[config.mk]
export PLATFORM = sky130hd
export DESIGN_NAME = if_stage
export DESIGN_NICKNAME = d
export VERILOG_FILES = /design/src/rtl/if_stage_pkg.sv /design/src/rtl/if_stage_pc_next.sv /design/src/rtl/if_stage.sv
export SDC_FILE = /design/constraint.sdc
export NUM_CORES = 1
export LEC_CHECK = 0
export CAP_MARGIN = 20
export CORE_MARGIN = 2
export CORE_UTILIZATION = 30
export DETAILED_ROUTE_END_ITERATION = 6
export SLEW_MARGIN = 20
export SYNTH_ARGS = -nofsm -noshare
export SYNTH_HDL_FRONTEND = slang
export SYNTH_HIERARCHICAL = 1
export SYNTH_SLANG_ARGS = --single-unit
export TNS_END_PERCENT = 100
[constraint.sdc]
create_clock -name clk -period 4.6 [get_ports clk]
set_input_delay 0.69 -clock clk [delete_from_list [all_inputs] [get_ports clk]]
set_output_delay 0.69 -clock clk [all_outputs]
set_load 0.01 [all_outputs]
[src/rtl/if_stage_pkg.sv]
// Shared definitions for the instruction-fetch stage: next-PC select codes,
// FSM states, instruction field positions and the default reset PC.
package if_stage_pkg;

  typedef enum logic [1:0] {
    PC_SEQ  = 2'b00,
    PC_REL  = 2'b01,
    PC_REG  = 2'b10,
    PC_RSVD = 2'b11
  } pc_src_e;

  typedef enum logic {
    ST_REQ  = 1'b0,
    ST_EXEC = 1'b1
  } state_e;

  localparam int unsigned OPCODE_MSB = 31;
  localparam int unsigned OPCODE_LSB = 21;
  localparam int unsigned COND_MSB   = 3;
  localparam int unsigned COND_LSB   = 0;

  localparam logic [63:0] DEFAULT_RESET_PC = 64'h0;

  // Relative and register branches count as taken; reserved behaves as sequential.
  function automatic logic is_taken(input logic [1:0] src);
    return (src == PC_REL) || (src == PC_REG);
  endfunction

endpackage

[src/rtl/if_stage_pc_next.sv]
// Combinational next-PC selection for the fetch stage; the result is always
// word aligned and all arithmetic wraps modulo 2^64.
module if_stage_pc_next
  import if_stage_pkg::*;
(
  input  logic [63:0] pc,
  input  logic [1:0]  pc_src,
  input  logic [63:0] branch_offset,
  input  logic [63:0] br_target,
  output logic [63:0] next_pc
);

  logic [63:0] target;

  always_comb begin
    target = pc + 64'd4;
    case (pc_src_e'(pc_src))
      PC_REL:  target = pc + (branch_offset << 2);
      PC_REG:  target = br_target;
      default: target = pc + 64'd4;
    endcase
    next_pc = target & ~64'h3;
  end

endmodule

[src/rtl/if_stage.sv]
// Two-state (REQ/EXEC) instruction fetch stage with instruction register.
// Optional performance counters enabled by defining IF_STAGE_PERF_CNT_EN.
module if_stage
  import if_stage_pkg::*;
#(
  parameter logic [63:0] RESET_PC = DEFAULT_RESET_PC
) (
  input  logic        clk,
  input  logic        rst_n,
  output logic        imem_req,
  output logic [63:0] imem_addr,
  input  logic        imem_ack,
  input  logic [31:0] imem_rdata,
  input  logic        stall,
  input  logic [1:0]  pc_src,
  input  logic [63:0] branch_offset,
  input  logic [63:0] br_target,
  output logic [63:0] pc,
  output logic [31:0] instr,
  output logic [10:0] op_code,
  output logic [3:0]  cond,
  output logic        instr_valid,
  output logic [31:0] instr_count,
  output logic [31:0] taken_count
);

  state_e      state, state_nxt;
  logic        fetch_done;
  logic        commit;
  logic [63:0] next_pc;

  if_stage_pc_next u_pc_next (
    .pc            (pc),
    .pc_src        (pc_src),
    .branch_offset (branch_offset),
    .br_target     (br_target),
    .next_pc       (next_pc)
  );

  always_ff @(posedge clk or negedge rst_n) begin
    if (!rst_n) state <= ST_REQ;
    else        state <= state_nxt;
  end

  always_comb begin
    state_nxt   = state;
    imem_req    = 1'b0;
    instr_valid = 1'b0;
    fetch_done  = 1'b0;
    commit      = 1'b0;
    case (state)
      ST_REQ: begin
        // Request is masked during reset even though the state already reads REQ.
        imem_req   = rst_n;
        fetch_done = imem_ack;
        if (imem_ack) state_nxt = ST_EXEC;
      end
      ST_EXEC: begin
        instr_valid = ~stall;
        commit      = ~stall;
        if (!stall) state_nxt = ST_REQ;
      end
      default: state_nxt = ST_REQ;
    endcase
  end

  always_ff @(posedge clk or negedge rst_n) begin
    if (!rst_n) begin
      pc    <= RESET_PC;
      instr <= '0;
    end else begin
      if (fetch_done) instr <= imem_rdata;
      if (commit)     pc    <= next_pc;
    end
  end

  assign imem_addr = pc;
  assign op_code   = instr[OPCODE_MSB:OPCODE_LSB];
  assign cond      = instr[COND_MSB:COND_LSB];

`ifdef IF_STAGE_PERF_CNT_EN
  always_ff @(posedge clk or negedge rst_n) begin
    if (!rst_n) begin
      instr_count <= '0;
      taken_count <= '0;
    end else if (commit) begin
      instr_count <= instr_count + 32'd1;
      if (is_taken(pc_src)) taken_count <= taken_count + 32'd1;
    end
  end
`else
  assign instr_count = '0;
  assign taken_count = '0;
`endif

endmodule

# Yosys cells after proc, flatten, opt, wreduce, memory -nomap -nowiden

Cells that the tools add are included.

Bits in registers: 95
Input bits: 166
Output and inout port bits: 241
Logic and storage cells: 16

Eq/ne operators: 2
Bitwise logic cells: 2
Mux-type cells: 7
Add/sub/neg operators: 2

Operators by type and width:

| kind                  | count |
|---|---|
| $pmux 64 s2           | 1 |
| $add 64x3->64 const B | 1 |
| $add 64x64->64        | 1 |
| $mux 1                | 5 |
| $eq 2x1->1 const B    | 1 |
| $eq 2x2->1 const B    | 1 |
| $not 1->1             | 2 |
| $pmux 1 s2            | 1 |

# Longest topological paths before layout

Gate-level depths: netlist (run 1).

Word-level depth: 2
Mapped depth: 16
Depth with buffers taken out: 15

# Cells and area by module

The synthesis (run 1) kept the hierarchy.

Modules (own cells, without submodules):

| module           | times used | cells each | sequential area each (µm²) | area an instance (µm²) |
|---|---|---|---|---|
| if_stage         | 1          | 352        | 2427.3                     | 4971.0 |
| if_stage_pc_next | 1          | 760        | 0.0                        | 4812.1 |

# Worst setup path after synthesis (run 1)

OpenSTA, ideal clock, no wires.

Path type: in2reg
Start: in pc_src[0]
End: reg pc[62] (netlist: imem_addr[62])
Data arrival time: 3870 ps
Buffers on the path: 0
Slack: 605 ps
Stages on the path: 15
Library setup time: 125 ps
Cell sequence: nor2b_1 > nand2b_1 > ha_1 > fa_1 > a211oi_2 > nor2_2 > a211oi_4 > o211ai_2 > or4_1 > nand2_2 > o31ai_2 > a221oi_2 > xor2_1 > a21oi_1 > mux2_2

Cells in the longest elaborated chain, start to end: 2

Ends and longest elaborated chain:

| element                                  | line                   | source |
|---|---|---|
| start: declaration                       | if_stage.sv:15         | `input logic [1:0] pc_src,` |
| $eq 2x2->1 or $eq 2x1->1 (tied branches) | if_stage_pc_next.sv:17 | `case (pc_src_e'(pc_src))` |
| $pmux 64 s2 (*)                          | if_stage_pc_next.sv:17 |  |
| via next_pc[62]                          | if_stage.sv:30         | `logic [63:0] next_pc;` |
| end signal: assignment                   | if_stage.sv:73         | `if (commit) pc <= next_pc;` |
| end: declaration                         | if_stage.sv:18         | `output logic [63:0] pc,` |

Mark *: on every way through the listed nets, which the timed path passes. The rest lies on a longest branch.
A chain may end at the register's enable or synchronous reset.

# Worst setup path after layout (run 1)

Ends and elaborated chain as after synthesis.

==> summary by stage, run 1 <==
Critical path
The number of buffers and inverters on the critical path is 2. STA puts the critical path data arrival time at 4.70 ns. The biggest cell delay along the critical path is 0.51 ns. The worst setup path is captured at a flip-flop. On the critical path the largest part of the delay comes from compound AO/OA/AOI/OAI gates.

The largest driver fanout on the critical path is 8. The critical path is of the input pin to flip-flop type. The highest-delay cell along the critical path is or4_4. The type of element launching the critical path is an input pin. The critical path goes through clkdlybuf4s50_1 -> nor2b_4 -> buf_12 -> nand2b_1 -> ha_1 -> fa_1 -> a211oi_2 -> nor2_2 -> a211oi_4 -> o211ai_2 -> or4_4 -> nand2_2 -> o31ai_2 -> a221oi_2 -> xor2_1 -> a21oi_1 -> mux2_2.

Data on the critical path is required at its endpoint by 4.86 ns.

Synth
The post-synthesis async set-or-reset flop share is 100%. The cell type with the largest total area after synthesis is dfrtp_1. Yosys mapped a number of flops with a built-in enable equal to 0. The warning count from the yosys run is 6. The number of synthesized register bits is 97. The share of the synthesized area in the top cell type is 24.8%. The synthesized netlist occupies a cell area of 0.00978 mm2. Among all flip-flop cells after synthesis, the most frequent one is dfrtp_1. By area the synthesized netlist is led by dfrtp_1 (25%), buf_4 (12%), ha_1 (7.8%), mux2_4 (7.5%), a21oi_1 (6.0%). The mean cell area of the mapped netlist is 8.80 um2. Synthesis handed over a netlist of 1112 instances. The post-synthesis cell type count is 66. The most numerous cell in the Yosys netlist is buf_4. The portion of the post-synthesis area used by sequential elements is 24.8%.

By count the netlist is led by buf_4 (150), a21oi_1 (117), dfrtp_1 (97).

Die
The floorplan step defined a core boundary enclosing 0.0323 mm2. The initial cell density of the core is 30.3%. The die extent in y is 185 um. For this design the top-level I/O count stands at 407. The die covers 0.0341 mm2. The count of standard-cell rows is 66. The floorplan step set the die width to 185 um.

Place
The detailed-placement wirelength estimate is 25.1 mm. The count of input and output buffers is 338. Counting tap cells, the placed design contains a total of 1867 instances. Routability-driven placement finished with a final weighted congestion of 0.877.

Run
Across the run, the number of max-cap violations was 0.

Min path
The tightest min-delay check is of the input pin to asynchronous set/reset pin type.

Timing
The final number of setup-violating endpoints is 0. The final max-slew violation count came to 0. The number of hold violations in the final report was 0. The peak clock frequency supported by timing is 225 MHz.

The setup total negative slack is 0 ns. For the pin with the worst max-slew slack, the measured transition is 0.761 ns. For the final database, setup skew stands at 0.0105 ns. After layout, the minimum clock period comes to 4.44 ns.

Of the available clock period, the critical path in the final layout requires 96.5%. The worst hold margin is 0.460 ns. The headroom to the max-slew limit is 49.3%.

Power
Registers are responsible for 21.4% of the overall power. Per report_power, the combinational group accounts for 67.4% of the total. The largest voltage drop on the vdd net is 266 uV. In this run, the clock network consumes 11.2% of the power. The internal portion of the total power is 0.00448 W. For this design the ratio of total power to cell area is 550 mW/mm2. The analysis attributes to net switching a power of 0.00309 W. The static leakage is 6.08 nW.

The switching portion of total power is 40.8%.

GRT
The via count of the first global-routing pass came to 8848. Global routing used 18.2% of the available tracks across all layers. The pin count of the biggest net entering global routing is 65. The global-route wire length before repair is 48.1 mm. The number of antenna violations at the first check in global routing is 1. The total overflow left after global routing is 0.

Final layout
The sequential cell area in the final layout is 0.00243 mm2. The number of cells in the finished layout apart from fillers is 1886. The total area of multi-input combinational cells is 0.00611 mm2. The ratio of cells with drive above 1 in the final layout is 17.8%.

The count of nets after finishing is 1666. The layout has 3223 filler cells. The area added between synthesis and finish is 40.7%.

Clock tree
The cts-stage hold buffer count is 0. The number of clock sinks is 97. The number of levels in the clock H-tree is 3. The buffer depth of the longest clock path is 2. The clock edge transition at the registers on the reported setup and hold paths is 0.08 ns. The CTS tree is done.

Counting the buffers created by CTS gives 9. The worst-skew pair later-pin latency is 0.37 ns. Clock tree synthesis selected as its root buffer the cell clkbuf_16.

Route
The routed design has 31.5 mm of wire. The mean routed wirelength per cell is 16.7 um. The first detailed-routing pass took 5 iterations. The number of DRC violations after detailed-routing iteration 0 is 416. The remaining routing DRC violations is 0. The detailed router placed 8818 vias in this run. Using the TritonRoute via totals, the vias-per-cell ratio works out to 4.68. The number of nets still failing antenna checks after routing is 0.

Run status
The flow ran to the end, and the final reports show no timing, DRC or antenna violations.
==> layout by cell type, fill, tap and decap left out, types with 15 or more instances in the layout <==
cell type / count
clkdlybuf4s50_1: 337
a21oi_1: 117
buf_4: 116
dfrtp_1: 97
nand2_1: 83
nor2_1: 78
conb_1: 66
and2_1: 62
ha_1: 61
mux2_4: 49
mux2_2: 48
o21ai_0: 41
a21o_1: 34
xnor2_1: 33
xor2_1: 25
nand4_1: 24
o21bai_1: 15
==> layout make-up <==
cell class,count,area share [%]
diodes,1,0.0182
repair buffers,457,31.4
multi-input cells,863,44.4
clock inverters,7,0.682
inverters,10,0.273
flip-flops and latches,97,17.6
clock buffers,9,1.64
well taps,442,4.02
==> routing by layer <==
layer | vias to the layer above | share of wire [%] | track usage (%)
met5 | - | 0 | 0
met3 | 25 | 5.9 | 2.75
li1 | 4340 | - | -
met4 | 0 | 1.9 | 5.47
met1 | 4137 | 45 | 23.4
met2 | 316 | 47 | 31.3
==> sequential cells by signal, summed over array words and instances (netlist names) <==
register   flops
state          1
instr         32
imem_addr     64
==> power by group through the flow <==
stage	logic (W)	registers [W]	clock network (W)
finish	0.00510	0.00162	0.000848
global route	0.00552	0.00169	0.000919
CTS	0.00509	0.00164	0.000884
detailed placement	0.00506	0.00165	0
global placement	0.00503	0.00163	0
floorplan	0.00300	0.00168	0
==> cells by family after synthesis <==
family          after synthesis  share of synthesized area (%)
buf+inv                     216                           15.6
other cells                   2                         0.0768
fa+ha+maj                    62                           8.01
xor+xnor                     58                           5.19
flops                        97                           24.8
mux                          99                           13.2
compound gates              272                           17.8
simple gates                306                           15.3
==> final timing paths <==
kind,startpoint,endpoint,slack (ns),cells after the start
min,rst_n,imem_addr[59],0.46,2
min in group clk,instr[5],instr[5],0.51,1
min reg2reg,instr[5],instr[5],0.51,1
max in group asynchronous,rst_n,imem_addr[54],2.93,3
max,pc_src[0],imem_addr[62],0.16,17
max reg2reg,imem_addr[2],imem_addr[62],0.90,13
==> per-stage QoR <==
stage	util, %	setup slack (ns)	total power (W)	instance area, um2
after global placement	41.5	-0.270	0.00666	13400
after global routing	42.6	-0.000107	0.00813	13800
after detailed placement	41.5	-0.304	0.00671	13400
after CTS	42.5	0.0902	0.00761	13700
after floorplan	-	0.605	0.00468	10000
final	42.6	0.163	0.00757	13800
==> what timing repair did <==
action,CTS,global route
gates resized for setup,0,4
setup buffers,0,2
setup endpoints to repair,0,18
No activity file was read; power rests on OpenSTA's default activity.
==> run 2, diff against run 1 <==
--- a/config.mk
+++ b/config.mk
@@ -5,7 +5,7 @@
 export SDC_FILE = /design/constraint.sdc
 export NUM_CORES = 1
 export LEC_CHECK = 0
-export CAP_MARGIN = 20
+export CAP_MARGIN = 5
 export CORE_MARGIN = 2
 export CORE_UTILIZATION = 30
 export DETAILED_ROUTE_END_ITERATION = 6
==> results of run 2 <==
The final DEF is identical to that of run 1; final timing and power are the same.
